<file path="config.mk">
export PLATFORM = sky130hd
export DESIGN_NAME = vga_timing_gen
export DESIGN_NICKNAME = d
export VERILOG_FILES = /design/src/rtl/vga_timing_gen.sv
export SDC_FILE = /design/constraint.sdc
export NUM_CORES = 1
export LEC_CHECK = 0
export BUFFER_PORTS_ARGS = -buffer_cell sky130_fd_sc_hd__buf_2
export CAP_MARGIN = 5
export CORE_MARGIN = 5
export CORE_UTILIZATION = 29
export CTS_CLUSTER_SIZE = 14
export DETAILED_ROUTE_END_ITERATION = 7
export PLACE_DENSITY_LB_ADDON = 0.12
export SLEW_MARGIN = 15
export SYNTH_ARGS = -nofsm -noshare
export SYNTH_HDL_FRONTEND = slang
export SYNTH_SLANG_ARGS = --single-unit
</file>
<file path="constraint.sdc">
create_clock -name clk -period 3.9 [get_ports clk]
set_input_delay 0.78 -clock clk [delete_from_list [all_inputs] [get_ports clk]]
set_output_delay 0.78 -clock clk [all_outputs]
set_load 0.05 [all_outputs]
</file>
<file path="src/rtl/vga_timing_gen.sv">
// Parametrised VGA raster generator: divider-paced x/y counters with sync, display-enable and start strobes.
// All outputs are registered from the next counter values (zero skew to xpos/ypos); en=0 freezes everything and silences strobes.
module vga_timing_gen #(
   parameter int H_ACTIVE = 640,
   parameter int H_FP     = 16,
   parameter int H_SYNC   = 96,
   parameter int H_BP     = 48,
   parameter int V_ACTIVE = 480,
   parameter int V_FP     = 10,
   parameter int V_SYNC   = 2,
   parameter int V_BP     = 33,
   parameter bit HS_POL   = 1'b0,
   parameter bit VS_POL   = 1'b0,
   parameter int PIX_DIV  = 2,
   parameter int CW       = 10
) (
   input  logic          clk,
   input  logic          rst_n,
   input  logic          en,
   output logic          HSync,
   output logic          VSync,
   output logic [CW-1:0] xpos,
   output logic [CW-1:0] ypos,
   output logic          active,
   output logic          pix_ce,
   output logic          line_start,
   output logic          frame_start
);

   localparam int H_TOTAL   = H_ACTIVE + H_FP + H_SYNC + H_BP;
   localparam int V_TOTAL   = V_ACTIVE + V_FP + V_SYNC + V_BP;
   localparam int MAX_TOTAL = (H_TOTAL > V_TOTAL) ? H_TOTAL : V_TOTAL;
   localparam int DW        = (PIX_DIV > 1) ? $clog2(PIX_DIV) : 1;

   if (PIX_DIV < 1) begin : g_bad_div
      $fatal(1, "vga_timing_gen: PIX_DIV must be >= 1");
   end
   if (H_ACTIVE < 1 || H_FP < 1 || H_SYNC < 1 || H_BP < 1 ||
       V_ACTIVE < 1 || V_FP < 1 || V_SYNC < 1 || V_BP < 1) begin : g_bad_timing
      $fatal(1, "vga_timing_gen: every timing parameter must be >= 1");
   end
   if (CW < 1 || (CW < 31 && (MAX_TOTAL - 1) >= (1 << CW))) begin : g_bad_cw
      $fatal(1, "vga_timing_gen: CW too narrow for the raster size");
   end

   localparam logic [CW-1:0] H_LAST   = CW'(H_TOTAL - 1);
   localparam logic [CW-1:0] V_LAST   = CW'(V_TOTAL - 1);
   localparam logic [CW-1:0] H_ACT    = CW'(H_ACTIVE);
   localparam logic [CW-1:0] V_ACT    = CW'(V_ACTIVE);
   localparam logic [CW-1:0] HS_START = CW'(H_ACTIVE + H_FP);
   localparam logic [CW-1:0] HS_STOP  = CW'(H_ACTIVE + H_FP + H_SYNC - 1);
   localparam logic [CW-1:0] VS_START = CW'(V_ACTIVE + V_FP);
   localparam logic [CW-1:0] VS_STOP  = CW'(V_ACTIVE + V_FP + V_SYNC - 1);
   localparam logic [DW-1:0] DIV_LAST = DW'(PIX_DIV - 1);

   logic [DW-1:0] div_q, div_d;
   logic [CW-1:0] xpos_q, xpos_d, ypos_q, ypos_d;
   logic          hsync_q, hsync_d, vsync_q, vsync_d;
   logic          active_q, active_d;
   logic          pix_ce_q, pix_ce_d;
   logic          line_start_q, line_start_d;
   logic          frame_start_q, frame_start_d;
   logic          tick, adv;

   always_comb begin
      tick   = (div_q == DIV_LAST);
      adv    = en & tick;
      div_d  = div_q;
      xpos_d = xpos_q;
      ypos_d = ypos_q;

      if (en) begin
         div_d = tick ? '0 : div_q + DW'(1);
      end

      if (adv) begin
         if (xpos_q == H_LAST) begin
            xpos_d = '0;
            ypos_d = (ypos_q == V_LAST) ? '0 : ypos_q + CW'(1);
         end else begin
            xpos_d = xpos_q + CW'(1);
         end
      end

      // Decode from the next position so sync/active line up with the coordinates.
      hsync_d       = ((xpos_d >= HS_START) && (xpos_d <= HS_STOP)) ? HS_POL : ~HS_POL;
      vsync_d       = ((ypos_d >= VS_START) && (ypos_d <= VS_STOP)) ? VS_POL : ~VS_POL;
      active_d      = (xpos_d < H_ACT) && (ypos_d < V_ACT);
      pix_ce_d      = adv;
      line_start_d  = adv && (xpos_d == '0);
      frame_start_d = line_start_d && (ypos_d == '0);
   end

   always_ff @(posedge clk or negedge rst_n) begin
      if (!rst_n) begin
         div_q         <= '0;
         xpos_q        <= H_LAST;
         ypos_q        <= V_LAST;
         hsync_q       <= ~HS_POL;
         vsync_q       <= ~VS_POL;
         active_q      <= 1'b0;
         pix_ce_q      <= 1'b0;
         line_start_q  <= 1'b0;
         frame_start_q <= 1'b0;
      end else begin
         div_q         <= div_d;
         xpos_q        <= xpos_d;
         ypos_q        <= ypos_d;
         hsync_q       <= hsync_d;
         vsync_q       <= vsync_d;
         active_q      <= active_d;
         pix_ce_q      <= pix_ce_d;
         line_start_q  <= line_start_d;
         frame_start_q <= frame_start_d;
      end
   end

   assign xpos        = xpos_q;
   assign ypos        = ypos_q;
   assign HSync       = hsync_q;
   assign VSync       = vsync_q;
   assign active      = active_q;
   assign pix_ce      = pix_ce_q;
   assign line_start  = line_start_q;
   assign frame_start = frame_start_q;

endmodule

</file>
==> summary.md <==
| Metric | Value |
|---|---|
| Die Width | 84.11 µm |
| Warnings from Yosys | 0 |
| Die Y | 84.11 µm |
| Maximum vdd drop | 238.0 µV |
| Number of global-route vias before repair | 1407 |
| Fin area | 1843 µm² |
| Final core utilization | 34.10% |
| Post-CTS Setup Inserts | 0 |
| Syn nets | 182 |
| Final setup TNS | 0 ns |
| Cells after synthesis | 176 |
| Share of layout cells above drive strength 1 | 26.37% |
| Final Hold Fails | 0 |
| Critical path origin | xpos[0]$_DFF_PN1_ |
| Top cell family by delay on the critical path | simple AND/OR/NAND/NOR gates |
| WL final | 4.057 mm |
| Clock Tree Buf Depth | 2 |
| Worst Clk Skew | 0.004740 ns |
| Tot GR Track Use | 11.99% |
| Pre-Repair DR Iteration Count | 5 |
| Outcome | completed |
| WL per Instance | 14.86 µm |
| CP required | 4.08 ns |
| Final Cycle Share | 74.18% |
| Vias per cell | 5.143 |
| Placer Congestion | 0.8098 |
| CTS tree | built |
| Reg2Reg Depth | 7 |
| Final setup margin | 1.007 ns |
| MaxCap Viol Count | 0 |
| Worst path max stage delay | 0.68 ns |
| ANT cells | 0 |
| Remaining antenna violation count after routing | 0 |
| Buffers & Inverters on Critical Path | 0 |
| Leak | 0.0007773 µW |
| Synth Cell Area | 1593 µm² |
| Dpl hpwl | 3.083 mm |
| Critical Path Slowest Stage Cell | or4_1 |
| Pre-CTS WS | 1.031 ns |
| Finish-stage setup viols | 0 |
| R2R Path End | VSync$_DFF_PN1_ |
| Die area | 7074 µm² |
| FF-to-FF Start | xpos[0]$_DFF_PN1_ |
| Worst hold path class | reg2reg |
| Drt drc | 0 |
| Core ar. | 5405 µm² |
| Slew at the pin with the worst max-slew slack | 0.5961 ns |
| CP endpoint | VSync$_DFF_PN1_ |
| Detailed-route via count | 1404 |
| Row Count | 27 |
| TritonCTS buffer count | 3 |
| Initial Util | 29.47% |
| Crit-path max FO | 7 |
| CP Cell Sequence | ha_1 > or4b_4 > or4_1 > nor2_1 > xnor2_1 > nor4_2 > nand4_1 |
| Port Buffer Count | 28 |
| P&R area growth vs syn | 15.71% |
| #FFs+latches synth | 27 |
| Overflow after GRT | 0 |
| Clock Tree Root | clkbuf_8 |
| Pwr/cell area | 461.2 nW/µm² |
| Unrepaired setup endpoints after global routing | no |
| Post-synthesis sequential area ratio | 43.36% |
| Final slew viol count | 0 |
| Hold_buf cts | 0 |
| IO Pins | 29 |
| Post-CTS Resized | 0 |
| CP Capture Type | flip-flop |
| Rel. slew slack | 60.26% |
| Clk_lat worst skew | 0.27 ns |
| Data arrival, critical path | 3.07 ns |
| Worst-path clk slew | 0.09 ns |
| Iteration-0 DRC Markers | 71 |
| Syn_area_per_cell | 9.050 µm² |
| Pin count of the biggest net entering global routing | 28 |
| Cell Area, Placed | 1798 µm² |
| Initial antenna violation count | 0 |
| Reg2Reg Setup Slack | 1.01 ns |
| Cell depth of the worst setup path | 7 |
| First-pass GRT wire length | 7.038 mm |
| Setup crit start kind | flip-flop |
| Sink Count | 27 |
| Min Tclk post-route | 2.893 ns |
| Fmax | 345.7 MHz |
| Number of fill cells | 587 |
| Setup CP Type | reg2reg |
| H-tree levels | 1 |
| Cell variety after synth | 47 |
| Final #Nets | 208 |
-- how the worst min path moves through the flow --
stage / slack [ns] / from / endpoint / depth (start not counted)
finish: 0.48 / xpos[1]$_DFF_PN1_ / xpos[1]$_DFF_PN1_ / 2
global placement: 0.46 / xpos[1]$_DFF_PN1_ / xpos[1]$_DFF_PN1_ / 2
global route: 0.53 / xpos[1]$_DFF_PN1_ / xpos[1]$_DFF_PN1_ / 2
floorplan: 0.48 / rst_n / active$_DFF_PN0_ / 0
detailed placement: 0.47 / xpos[1]$_DFF_PN1_ / xpos[1]$_DFF_PN1_ / 2
CTS: 0.49 / xpos[1]$_DFF_PN1_ / xpos[1]$_DFF_PN1_ / 2
-- registers in the layout, summed over array words and instances, names as in the netlist --
name and count:
div_q 1, VSync 1, frame_start 1, ypos 10, pix_ce 1, active 1
xpos 10, HSync 1, line_start 1
-- where the power goes --
part / total (µW) / leakage (µW) / switching, µW / internal, µW
clock: 157 / 0.0000228 / 83.4 / 73.1
combinational: 294 / 0.000434 / 206 / 88.2
sequential: 399 / 0.000321 / 65.3 / 334
-- metrics by stage --
stage	instances	total power (µW)	hold WS, ns
global placement	269	691.5	0.4607
floorplan	176	632.5	0.4819
CTS	273	863.9	0.4862
finish	273	849.9	0.4828
detailed placement	269	701.0	0.4686
global route	273	907.5	0.5268
-- logic make-up after synthesis --
kind of cell / Yosys count / share of synthesized area [%]
xor gates and xnor gates: 13 / 7.149
AOI/OAI and AO/OA: 32 / 12.96
DFF: 27 / 43.36
and+or+nand+nor: 81 / 28.36
buffers and inverters: 19 / 5.106
muxes: 1 / 0.7069
adders and majority gates: 3 / 2.357
-- layer usage --
layer  routed length [µm]  vias to the layer above  global-route usage (%)  share of wire [%]
met4                   58                        0                   4.678                1.4
met1                 1762                      682                   14.69                 43
met2                 2044                       28                   20.30                 50
met3                  190                        6                   2.764                4.7
met5                    0                        -                       0                  0
li1                     -                      688                       -                  -
-- synthesized netlist by cell type, drive strengths merged --
library cell | number | area [µm²]
ha | 3 | 37.54
clkbuf | 7 | 26.28
nor2 | 17 | 63.81
o2bb2ai | 1 | 8.760
dfstp | 12 | 315.3
buf | 3 | 21.27
o31ai | 2 | 15.01
o22ai | 1 | 6.260
xor2 | 4 | 35.03
a221oi | 1 | 8.760
nor2b | 1 | 6.260
or4b | 2 | 23.77
or4 | 2 | 15.01
xnor2 | 9 | 78.83
or3 | 1 | 6.260
nand3b | 1 | 7.510
or3b | 1 | 8.760
a22oi | 1 | 7.510
nand4 | 8 | 50.05
o2111ai | 1 | 8.760
inv | 9 | 33.78
and4b | 1 | 10.01
nor3 | 5 | 30.03
nand2 | 17 | 63.81
nor4 | 5 | 37.53
nand4b | 1 | 8.760
dfrtp | 15 | 375.4
a2bb2oi | 1 | 8.760
or4bb | 1 | 11.26
nor3b | 2 | 15.01
nand3 | 9 | 45.04
and4 | 2 | 17.52
o32ai | 1 | 8.760
a31o | 1 | 8.760
a31oi | 3 | 18.77
and3 | 1 | 6.260
a311o | 1 | 10.01
a21oi | 6 | 30.03
o21ai | 10 | 50.05
a211oi | 1 | 7.510
a2111oi | 1 | 8.760
mux2 | 1 | 11.26
nand2b | 4 | 25.02
-- final cells by class --
type                            instances  area (µm²)  share of cell area, %
Multi-Input combinational cell        130       820.8                  44.53
Sequential cell                        27       690.7                  37.47
Timing Repair Buffer                   31       162.7                  8.826
Tap cell                               72       90.09                  4.888
Clock buffer                            4       45.04                  2.444
Inverter                                9       33.78                  1.833
-- layout by cell type (no fill, tap or decap), types with 2 or more instances in the layout --
| master | instances |
|---|---|
| buf_2 | 28 |
| nand2_1 | 17 |
| nor2_1 | 17 |
| dfrtp_1 | 15 |
| dfstp_2 | 12 |
| o21ai_0 | 10 |
| inv_1 | 9 |
| nand3_1 | 9 |
| xnor2_1 | 9 |
| nand4_1 | 8 |
| a21oi_1 | 6 |
| nor3_1 | 4 |
| nor4_1 | 4 |
| xor2_1 | 4 |
| nand2b_1 | 4 |
| a31oi_1 | 3 |
| ha_1 | 3 |
| clkbuf_8 | 3 |
| buf_4 | 3 |
| or4_1 | 2 |
| nor3b_1 | 2 |
| and4_1 | 2 |
| o31ai_1 | 2 |
-- worst register-to-register path, stage by stage, from the launching register on --
cell and delay (ns):
dfstp_2 0.59, ha_1 0.23, or4b_4 0.49, or4_1 0.68, nor2_1 0.18, xnor2_1 0.13, nor4_2 0.37, nand4_1 0.13
Note: power is estimated with default switching activity, not from simulation.
